File: src/rtl/rpn_sequencer_pkg.sv
// calc_pkg: shared constants for the RPN calculator front end.
//   - key token codes delivered by the keypad decoder
//   - sequencer state encoding
//   - error codes reported on err_code
//   - stack count encodings (count is 6 bits; 0 means 64 entries)
package calc_pkg;

  localparam logic [4:0] KEY_DIGIT_MAX   = 5'd9;
  localparam logic [4:0] KEY_ENTER       = 5'd10;
  localparam logic [4:0] KEY_ADD         = 5'd11;
  localparam logic [4:0] KEY_SUB         = 5'd12;
  localparam logic [4:0] KEY_MUL         = 5'd13;
  localparam logic [4:0] KEY_DIV         = 5'd14;
  localparam logic [4:0] KEY_NEG         = 5'd15;
  localparam logic [4:0] KEY_DROP        = 5'd16;
  localparam logic [4:0] KEY_CLEAR_ENTRY = 5'd17;
  localparam logic [4:0] KEY_ALL_CLEAR   = 5'd18;

  typedef enum logic [2:0] {
    ST_IDLE  = 3'd0,
    ST_EXEC  = 3'd1,
    ST_DIV   = 3'd2,
    ST_POP   = 3'd3,
    ST_WRITE = 3'd4,
    ST_CLEAR = 3'd5
  } state_t;

  localparam logic [1:0] ERR_NONE      = 2'd0;
  localparam logic [1:0] ERR_UNDERFLOW = 2'd1;
  localparam logic [1:0] ERR_OVERFLOW  = 2'd2;
  localparam logic [1:0] ERR_DIV_ZERO  = 2'd3;

  localparam logic [5:0] STACK_FULL_COUNT = 6'd0;
  localparam logic [5:0] STACK_ONE_COUNT  = 6'd1;
  localparam logic [5:0] STACK_TWO_COUNT  = 6'd2;

  function automatic logic is_digit(input logic [4:0] code);
    return code <= KEY_DIGIT_MAX;
  endfunction

endpackage

File: src/rtl/rpn_sequencer_if.sv
// Bus bundles around the RPN sequencer.
//   rpn_key_if   : keypad token handshake (key_valid/key_code in, key_ready out)
//                  master = keypad decoder, slave = sequencer
//   rpn_stack_if : operand stack command/status bus
//                  master = sequencer (push/pop/write/value),
//                  slave  = stack (top/next/count/stk_error)
interface rpn_key_if;
  logic       key_valid;
  logic [4:0] key_code;
  logic       key_ready;

  modport master (output key_valid, output key_code, input key_ready);
  modport slave  (input key_valid, input key_code, output key_ready);
endinterface

interface rpn_stack_if #(parameter int WIDTH = 32);
  logic             push;
  logic             pop;
  logic             write;
  logic [WIDTH-1:0] value;
  logic [WIDTH-1:0] top;
  logic [WIDTH-1:0] next;
  logic [5:0]       count;
  logic             stk_error;

  modport master (output push, output pop, output write, output value,
                  input top, input next, input count, input stk_error);
  modport slave  (input push, input pop, input write, input value,
                  output top, output next, output count, output stk_error);
endinterface

File: src/rtl/rpn_sequencer_divider.sv
// serial_divider: signed restoring divider with fixed latency.
//   clock, reset_n : system clock, asynchronous active-low reset
//   start          : load operands (one-cycle pulse)
//   dividend       : signed numerator
//   divisor        : signed denominator (caller guarantees non-zero)
//   done           : high in the last of DIV_CYCLES iteration cycles
//   quotient       : truncated-toward-zero quotient, valid while done=1
// Works on magnitudes; |INT_MIN| fits unsigned, so INT_MIN / -1 wraps to INT_MIN.
module serial_divider #(
  parameter int WIDTH      = 32,
  parameter int DIV_CYCLES = 32
) (
  input  logic                    clock,
  input  logic                    reset_n,
  input  logic                    start,
  input  logic signed [WIDTH-1:0] dividend,
  input  logic signed [WIDTH-1:0] divisor,
  output logic                    done,
  output logic signed [WIDTH-1:0] quotient
);

  localparam int CNT_W = $clog2(DIV_CYCLES + 1);
  localparam logic [CNT_W-1:0] LAST = CNT_W'(DIV_CYCLES - 1);

  logic             running;
  logic [CNT_W-1:0] iter;
  logic [WIDTH-1:0] rem;
  logic [WIDTH-1:0] quo;
  logic [WIDTH-1:0] dsr;
  logic             neg;

  logic [WIDTH-1:0] mag_a;
  logic [WIDTH-1:0] mag_b;
  logic [WIDTH:0]   rem_sh;
  logic [WIDTH:0]   trial;
  logic [WIDTH-1:0] rem_nx;
  logic [WIDTH-1:0] quo_nx;

  always_comb begin
    mag_a = dividend[WIDTH-1] ? (~dividend + WIDTH'(1)) : dividend;
    mag_b = divisor[WIDTH-1]  ? (~divisor  + WIDTH'(1)) : divisor;
  end

  // One restoring step. The quotient register shifts the dividend out at the
  // top while quotient bits enter at the bottom.
  always_comb begin
    rem_sh = {rem, quo[WIDTH-1]};
    trial  = rem_sh - {1'b0, dsr};
    if (!trial[WIDTH]) begin
      rem_nx = trial[WIDTH-1:0];
      quo_nx = {quo[WIDTH-2:0], 1'b1};
    end else begin
      rem_nx = rem_sh[WIDTH-1:0];
      quo_nx = {quo[WIDTH-2:0], 1'b0};
    end
  end

  // The final step is presented combinationally so the caller can capture the
  // result at the end of the last iteration cycle.
  assign done     = running && (iter == LAST);
  assign quotient = $signed(neg ? (~quo_nx + WIDTH'(1)) : quo_nx);

  always_ff @(posedge clock or negedge reset_n) begin
    if (!reset_n) begin
      running <= 1'b0;
      iter    <= '0;
      rem     <= '0;
      quo     <= '0;
      dsr     <= '0;
      neg     <= 1'b0;
    end else if (start) begin
      running <= 1'b1;
      iter    <= '0;
      rem     <= '0;
      quo     <= mag_a;
      dsr     <= mag_b;
      neg     <= dividend[WIDTH-1] ^ divisor[WIDTH-1];
    end else if (running) begin
      rem  <= rem_nx;
      quo  <= quo_nx;
      iter <= iter + CNT_W'(1);
      if (done) running <= 1'b0;
    end
  end

endmodule

File: src/rtl/rpn_sequencer.sv
// rpn_sequencer: turns keypad tokens into push/pop/write sequences on the
// 64-entry operand stack.
//   clock, reset_n : system clock, asynchronous active-low reset
//   key            : token handshake (slave side)
//   stk            : stack command/status bus (master side)
//   busy           : sequencer is not idle
//   err, err_code  : sticky error flag and last error code
module rpn_sequencer
  import calc_pkg::*;
#(
  parameter int WIDTH      = 32,
  parameter int DIV_CYCLES = 32
) (
  input  logic        clock,
  input  logic        reset_n,
  rpn_key_if.slave    key,
  rpn_stack_if.master stk,
  output logic        busy,
  output logic        err,
  output logic [1:0]  err_code
);

  state_t           state;
  state_t           state_nx;
  logic [4:0]       code;
  logic [WIDTH-1:0] res;
  logic [WIDTH-1:0] res_nx;

  logic             push_c;
  logic             pop_c;
  logic             err_set;
  logic [1:0]       err_set_code;
  logic             err_clr;

  logic             div_start;
  logic             div_done;
  logic [WIDTH-1:0] div_q;

  logic             is_one;
  logic             is_full;
  logic             is_two;

  assign is_one  = (stk.count == STACK_ONE_COUNT);
  assign is_two  = (stk.count == STACK_TWO_COUNT);
  assign is_full = (stk.count == STACK_FULL_COUNT);

  serial_divider #(
    .WIDTH      (WIDTH),
    .DIV_CYCLES (DIV_CYCLES)
  ) u_div (
    .clock    (clock),
    .reset_n  (reset_n),
    .start    (div_start),
    .dividend (stk.next),
    .divisor  (stk.top),
    .done     (div_done),
    .quotient (div_q)
  );

  always_comb begin
    state_nx     = state;
    res_nx       = res;
    push_c       = 1'b0;
    pop_c        = 1'b0;
    err_set      = 1'b0;
    err_set_code = ERR_NONE;
    err_clr      = 1'b0;
    div_start    = 1'b0;
    case (state)
      ST_IDLE: begin
        if (key.key_valid) state_nx = ST_EXEC;
      end
      ST_EXEC: begin
        state_nx = ST_IDLE;
        if (is_digit(code)) begin
          res_nx   = stk.top * WIDTH'(10) + WIDTH'(code);
          state_nx = ST_WRITE;
        end else begin
          case (code)
            KEY_ENTER: begin
              if (is_full) begin
                err_set      = 1'b1;
                err_set_code = ERR_OVERFLOW;
              end else begin
                push_c = 1'b1;
              end
            end
            KEY_ADD, KEY_SUB, KEY_MUL: begin
              if (is_one) begin
                err_set      = 1'b1;
                err_set_code = ERR_UNDERFLOW;
              end else begin
                if (code == KEY_ADD)      res_nx = stk.next + stk.top;
                else if (code == KEY_SUB) res_nx = stk.next - stk.top;
                else                      res_nx = stk.next * stk.top;
                state_nx = ST_POP;
              end
            end
            KEY_DIV: begin
              if (is_one) begin
                err_set      = 1'b1;
                err_set_code = ERR_UNDERFLOW;
              end else if (stk.top == '0) begin
                err_set      = 1'b1;
                err_set_code = ERR_DIV_ZERO;
              end else begin
                div_start = 1'b1;
                state_nx  = ST_DIV;
              end
            end
            KEY_NEG: begin
              res_nx   = ~stk.top + WIDTH'(1);
              state_nx = ST_WRITE;
            end
            KEY_DROP: begin
              if (is_one) begin
                res_nx   = '0;
                state_nx = ST_WRITE;
              end else begin
                pop_c = 1'b1;
              end
            end
            KEY_CLEAR_ENTRY: begin
              res_nx   = '0;
              state_nx = ST_WRITE;
            end
            KEY_ALL_CLEAR: begin
              err_clr  = 1'b1;
              res_nx   = '0;
              state_nx = is_one ? ST_WRITE : ST_CLEAR;
            end
            default: ;
          endcase
        end
      end
      ST_DIV: begin
        if (div_done) begin
          res_nx   = div_q;
          state_nx = ST_POP;
        end
      end
      ST_POP: begin
        pop_c    = 1'b1;
        state_nx = ST_WRITE;
      end
      ST_WRITE: begin
        state_nx = ST_IDLE;
      end
      ST_CLEAR: begin
        // The pop that leaves one entry goes straight to WRITE, so the final
        // write follows the last pop with no gap cycle.
        if (is_one) begin
          state_nx = ST_WRITE;
        end else begin
          pop_c = 1'b1;
          if (is_two) state_nx = ST_WRITE;
        end
      end
      default: state_nx = ST_IDLE;
    endcase
  end

  always_ff @(posedge clock or negedge reset_n) begin
    if (!reset_n) begin
      state <= ST_IDLE;
      code  <= '0;
      res   <= '0;
    end else begin
      state <= state_nx;
      res   <= res_nx;
      if (state == ST_IDLE && key.key_valid) code <= key.key_code;
    end
  end

  // A stack pointer fault outranks everything else on the same edge.
  always_ff @(posedge clock or negedge reset_n) begin
    if (!reset_n) begin
      err      <= 1'b0;
      err_code <= ERR_NONE;
    end else begin
      if (err_clr) begin
        err      <= 1'b0;
        err_code <= ERR_NONE;
      end
      if (err_set) begin
        err      <= 1'b1;
        err_code <= err_set_code;
      end
      if (stk.stk_error) begin
        err      <= 1'b1;
        err_code <= ERR_OVERFLOW;
      end
    end
  end

  assign key.key_ready = (state == ST_IDLE);
  assign busy          = (state != ST_IDLE);
  assign stk.push      = push_c;
  assign stk.pop       = pop_c;
  assign stk.write     = (state == ST_WRITE);
  assign stk.value     = res;

endmodule

File: src/flat_wrapper.sv
// flat-port wrapper written by rule: the top's interface ports become plain ports
module rpn_sequencer_flat import calc_pkg::*;
#(
  parameter int WIDTH      = 32,
  parameter int DIV_CYCLES = 32
)
  (clock, reset_n, busy, err, err_code, key_key_valid, key_key_code, key_key_ready, stk_push, stk_pop, stk_write, stk_value, stk_top, stk_next, stk_count, stk_stk_error);
  rpn_key_if key_i ();
  rpn_stack_if #(.WIDTH(WIDTH)) stk_i ();
  input  logic clock;
  input  logic reset_n;
  output logic busy;
  output logic err;
  output logic [1:0] err_code;
  input wire logic [$bits(key_i.key_valid)-1:0] key_key_valid;
  input wire logic [$bits(key_i.key_code)-1:0] key_key_code;
  output wire logic [$bits(key_i.key_ready)-1:0] key_key_ready;
  output wire logic [$bits(stk_i.push)-1:0] stk_push;
  output wire logic [$bits(stk_i.pop)-1:0] stk_pop;
  output wire logic [$bits(stk_i.write)-1:0] stk_write;
  output wire logic [$bits(stk_i.value)-1:0] stk_value;
  input wire logic [$bits(stk_i.top)-1:0] stk_top;
  input wire logic [$bits(stk_i.next)-1:0] stk_next;
  input wire logic [$bits(stk_i.count)-1:0] stk_count;
  input wire logic [$bits(stk_i.stk_error)-1:0] stk_stk_error;
  assign key_i.key_valid = key_key_valid;
  assign key_i.key_code = key_key_code;
  assign key_key_ready = key_i.key_ready;
  assign stk_push = stk_i.push;
  assign stk_pop = stk_i.pop;
  assign stk_write = stk_i.write;
  assign stk_value = stk_i.value;
  assign stk_i.top = stk_top;
  assign stk_i.next = stk_next;
  assign stk_i.count = stk_count;
  assign stk_i.stk_error = stk_stk_error;
  rpn_sequencer #(.WIDTH(WIDTH), .DIV_CYCLES(DIV_CYCLES)) u_core (.clock(clock), .reset_n(reset_n), .key(key_i), .stk(stk_i), .busy(busy), .err(err), .err_code(err_code));
endmodule
File: config.mk
export PLATFORM = sky130hd
export DESIGN_NAME = rpn_sequencer_flat
export DESIGN_NICKNAME = d
export VERILOG_FILES = /design/src/rtl/rpn_sequencer_pkg.sv /design/src/rtl/rpn_sequencer_if.sv /design/src/rtl/rpn_sequencer_divider.sv /design/src/rtl/rpn_sequencer.sv /design/src/flat_wrapper.sv
export SDC_FILE = /design/constraint.sdc
export NUM_CORES = 2
export LEC_CHECK = 0
export CAP_MARGIN = 0
export CORE_MARGIN = 8
export CORE_UTILIZATION = 55
export DETAILED_ROUTE_END_ITERATION = 10
export GPL_ROUTABILITY_DRIVEN = 0
export PLACE_DENSITY = 0.73
export SETUP_SLACK_MARGIN = 0.5
export SLEW_MARGIN = 10
export SYNTH_ARGS = -nofsm -noshare
export SYNTH_HDL_FRONTEND = slang
export SYNTH_SLANG_ARGS = --single-unit
File: constraint.sdc
create_clock -name clock -period 7.4 [get_ports clock]
set_input_delay 1.11 -clock clock [delete_from_list [all_inputs] [get_ports clock]]
set_output_delay 1.11 -clock clock [all_outputs]
set_load 0.01 [all_outputs]
After elaboration in Yosys (flattened, before gate mapping)
Cells that the tools add are included.
{"block": "word_totals", "output_inout_bits": 40, "inputBits": 79, "word_cells": 135, "reg_bits": 147}
{"block": "op_classes", "order_cmp": 1, "multipliers": 2, "n_reduce_logical": 14, "addsub": 9, "n_bitwise": 5, "n_mux": 70, "n_eq_ne": 23}
{"operator": "$mux W32", "count": 14}
{"operator": "$not A32 Y32", "count": 4}
{"operator": "$pmux W32 S4", "count": 1}
{"operator": "$add A32 B1 Y32 const B", "count": 2}
{"operator": "$add A32 B2 Y32 const B", "count": 2}
{"operator": "$pmux W32 S2", "count": 1}
{"operator": "$sub A33 B32 Y33", "count": 1}
{"operator": "$add A32 B32 Y32", "count": 1}
{"operator": "$add A32 B5 Y32", "count": 1}
{"operator": "$logic_not A32 Y1", "count": 1}
{"operator": "$mul A32 B3 Y31 const B", "count": 1}
{"operator": "$mul A32 B32 Y32", "count": 1}
{"operator": "$sub A32 B32 Y32", "count": 1}
{"operator": "$eq A5 B4 Y1 const B", "count": 6}
{"operator": "$mux W1", "count": 30}
{"operator": "$pmux W3 S5", "count": 2}
{"operator": "$mux W3", "count": 7}
{"operator": "$mux W2", "count": 10}
{"operator": "$eq A5 B5 Y1 const B", "count": 3}
{"operator": "$mux W6", "count": 2}
{"operator": "$add A6 B1 Y6 const B", "count": 1}
{"operator": "$eq A3 B2 Y1 const B", "count": 2}
{"operator": "$eq A3 B3 Y1 const B", "count": 2}
{"operator": "$eq A6 B1 Y1 const B", "count": 1}
{"operator": "other kinds (22)", "count": 27}

Longest topological paths before layout
{"block": "logic_depth", "depth_word": 8, "mapped_depth": 29}

Hierarchy
A second synthesis with hierarchy kept.
{"block": "unflattened", "hier_cells": 4179, "area_unflattened_um2": 33920.0}
{"module": "rpn_sequencer", "cells_each": 3168, "area_per_inst_um2": 25689.6, "n_inst": 1}
{"module": "serial_divider", "cells_each": 1011, "area_per_inst_um2": 8230.4, "n_inst": 1}

Worst setup path before layout
No wires, ideal clock.
{"block": "synth_timing", "path_kind": "input to register", "startpoint": "input port stk_top[9]", "endpoint": "register u_core.res[31] (netlist: u_core.stk.value[31])", "slack_ps": -584, "stages": 27, "arrival_ps": 7874, "path_cell_list": "clkbuf_1 clkbuf_1 clkbuf_1 nand2_1 fa_1 inv_1 fa_1 fa_1 inv_1 fa_1 inv_1 fa_1 ha_1 fa_1 fa_1 ha_1 a21oi_1 o21bai_1 a21o_1 a31o_2 and3_1 o41ai_1 o21ai_0 xnor2_1 a21oi_1 nor3_1 o41ai_1"}
{"block": "synth_between", "elab_chain_cells": 7, "elab_cells_between_ends": 13, "cone_classes": "add/sub (4); mul (2); mux (6); bitwise (1)"}
{"element": "start: declaration", "line_no": "flat_wrapper.sv:22", "text": "input wire logic [$bits(stk_i.top)-1:0] stk_top;"}
{"element": "branches (longest 5 deep; another with $mul A32 B3 Y31)"}
{"element": "$mux W32 *", "line_no": "rpn_sequencer.sv:75", "text": "if (is_digit(code)) begin"}
{"element": "$pmux W32 S2 *", "line_no": "rpn_sequencer.sv:69", "text": "case (state)"}
{"element": "end signal: assignment", "line_no": "rpn_sequencer.sv:170", "text": "res <= res_nx;"}
{"element": "end: declaration", "line_no": "rpn_sequencer.sv:26", "text": "logic [WIDTH-1:0] res;"}
Mark *: on every way between the ends. The select of a mux whose other input is x is not followed.
A chain may end at the register's enable or synchronous reset.

Worst setup path in the final report
{"block": "layout_timing", "startpoint": "input port stk_top[5]", "endpoint": "register u_core.res[25] (netlist: u_core.stk.value[25])"}
The elaborated chain is that of the path after synthesis.

==> results_dict.tcl <==
set metrics [dict create \
    synth_warnings 0 \
    io_pins 119 \
    max_freq_mhz 130 \
    violations "setup timing" \
    clock-root-buffer "clkbuf_16" \
    worstPathArrival_ns 8.01 \
    totalWireLength_um 133000 \
    crit_buf_inv 8 \
    overflow 0 \
    cp_top_family "adder cells" \
    route.vias.total 32900 \
    viasPerCell 6.34 \
    crit_path_max_incr_delay_ns 0.60 \
    initial_core_util_pct 55.8 \
    fin_crit_sh_pct 104 \
    areaGrowthSynthToFinish_pct 24.3 \
    setup_viol 13 \
    drcViolationCount 0 \
    synth_edf_count 0 \
    grt_pass1_vias 33000 \
    htree_levels 4 \
    reg2regPathDepth 20 \
    min_delay_path_depth 2 \
    path_class "input port to flop" \
    grt_busiest_layer "met2" \
    cts_tree "built" \
    cp-start-kind "input port" \
    core-area_um2 59100 \
    synth_flop_cell "dfrtp_1" \
    grt.total_usage_pct 37.4 \
    syn-num-nets 4820 \
    fillers 4379 \
    finalNonFillerCells 5198 \
    ys_seq_elements 147 \
    hold_viol 0 \
    endpoint_kind "flop" \
    ys_seq_area_share_pct 11.1 \
    portBuffers 118 \
    grt_first_pass_wirelength_um 195000 \
    syn_inst 4047 \
    path_max_fanout 6 \
    fin_nets 5178 \
    clk_latency_ns 0.44 \
    synthTopCellsByArea "fa_1 (25%), dfrtp_1 (11%), ha_1 (11%)" \
    hold_path.class "flop to flop" \
    slew_viol_final 0 \
    die_h_um 261 \
    relSlewSlack_pct 21.4 \
    skew_ns 0.0235 \
    fin_crit_ns 7.70 \
    maxCapViolations 0 \
    path_clk_slew_ns 0.07 \
    cts_buffers 17 \
    max_slew.worst_pin.slew_ns 1.17 \
    fp.dieArea_um2 68100 \
    drt_first_iter_violations 3947 \
    fin_util_pct 69.4 \
    placed_cells 5060 \
    dpl.hpwl_um 93900 \
    yosys.area.top_type "fa_1" \
    clock_path_buffers 2 \
    cpMaxStageDelayCell "fa_2" \
    synth_area_um2 33000 \
    cts_sinks 147 \
    cp.depth 28 \
    syn-mean-instance-area_um2 8.15 \
    grt_setup_unrepaired "true" \
    worst_slack_ns -0.303 \
    async_flop_share_pct 100 \
    grt_max_degree 145 \
    grtUsageMet2_pct 55.6 \
    wl_per_cell_um 25.5 \
    firstDrtPassIters 8 \
    die_w_um 261 \
    outcome "finished with violations" \
    ctsHoldBuffers 0 \
    yosys.cell_count.top_type "inv_1" \
    grt.met1_usage_pct 45.4 \
    synth_cell_type_count 85 \
    required_ns 7.70 \
    synthTopCellsByCount "inv_1 (506), nand2_1 (484), fa_1 (413)" \
    drive_above_1_share_pct 18.8 \
    synth_top_area_share_pct 25.1 \
    antenna_found_initial 12 \
    row_count 89 \
    final_antenna_net_count 0 \
    grt.met3_usage_pct 10.0 \
]
[logic make-up after synthesis]
family,share of synthesized area [%]
compound gates,16.3
simple gates,18.8
flops,11.1
mux,1.65
fa+ha+maj,35.7
buf+inv,8.66
xor+xnor,7.80
[tightest hold or removal path, cell delays in order (launching register included)]
cell and delay (ns):
dfrtp_1 0.35, nand2_1 0.05, o21ai_0 0.06
[state kept, by name (all words and copies together) (netlist names)]
register,flops
u_core.u_div.quo,32
u_core.err,1
u_core.u_div.dsr,32
u_core.code,5
u_core.err_code,2
u_core.stk.value,32
u_core.u_div.rem,32
u_core.u_div.neg,1
u_core.u_div.running,1
u_core.state,3
u_core.u_div.iter,6
[cell type report]
class	instances	area, µm²	share of cell area [%]
antenna	7	17.5	0.0427
clock buffer	18	429	1.05
clock inverter	14	168	0.409
inverter	511	1920	4.69
multi-input combinational	3152	27800	67.9
sequential	147	3680	8.97
tap	773	967	2.36
timing repair buffer	576	6000	14.6
[through the flow]
stage | TNS, ns | cell area [µm²] | hold WS, ns | worst slack, ns
3_3_place_gp | -13.86 | 37800 | 0.461 | -0.866
4_1_cts | -0.314 | 40400 | 0.492 | -0.0902
6_report | -2.13 | 41000 | 0.489 | -0.303
3_5_place_dp | -15.88 | 37800 | 0.472 | -0.985
2_1_floorplan | -0.0757 | 33500 | 0.450 | -0.0406
5_1_grt | -3.45 | 41000 | 0.508 | -0.364
[cell usage in the layout, fill, tap and decap left out, types with 63 or more instances in the layout]
cell type / count
nor3_1: 69
inv_1: 473
buf_12: 66
fa_1: 365
clkdlybuf4s50_1: 63
a21oi_1: 177
o21ai_0: 210
ha_1: 243
nor2_1: 209
buf_4: 342
xnor2_1: 219
dfrtp_1: 146
nand2_1: 479
xor2_1: 63
and2_1: 222
[worst paths after layout]
path,start,end,slack [ns]
max,stk_top[5],u_core.stk.value[25]$_DFFE_PN0P_,-0.30
min,u_core.u_div.dsr[0]$_DFFE_PN0P_,u_core.u_div.dsr[0]$_DFFE_PN0P_,0.49
max reg2reg,u_core.u_div.quo[31]$_DFFE_PN0P_,u_core.stk.value[26]$_DFFE_PN0P_,2.15
min reg2reg,u_core.u_div.dsr[0]$_DFFE_PN0P_,u_core.u_div.dsr[0]$_DFFE_PN0P_,0.49
max in group asynchronous,reset_n,u_core.u_div.running$_DFF_PN0_,5.18
min in group asynchronous,reset_n,u_core.err$_DFFE_PN0P_,0.67
[what timing repair did]
action / in CTS / in global routing
endpoints found under the hold margin: 0 / 0
setup endpoints to repair: 23 / 22
pin swaps: 208 / 150
cloned: 22 / 2
setup buffers: 57 / 18
gates resized for setup: 387 / 135
[per-layer routing]
metal	wire, µm	up-vias
met3	17700	754
met4	13300	10
met2	55200	2312
met5	112	-
met1	46400	15800
li1	-	14100
Power is not shown: default switching activity piles up to over one toggle a cycle in this logic, so the estimate is an artifact.
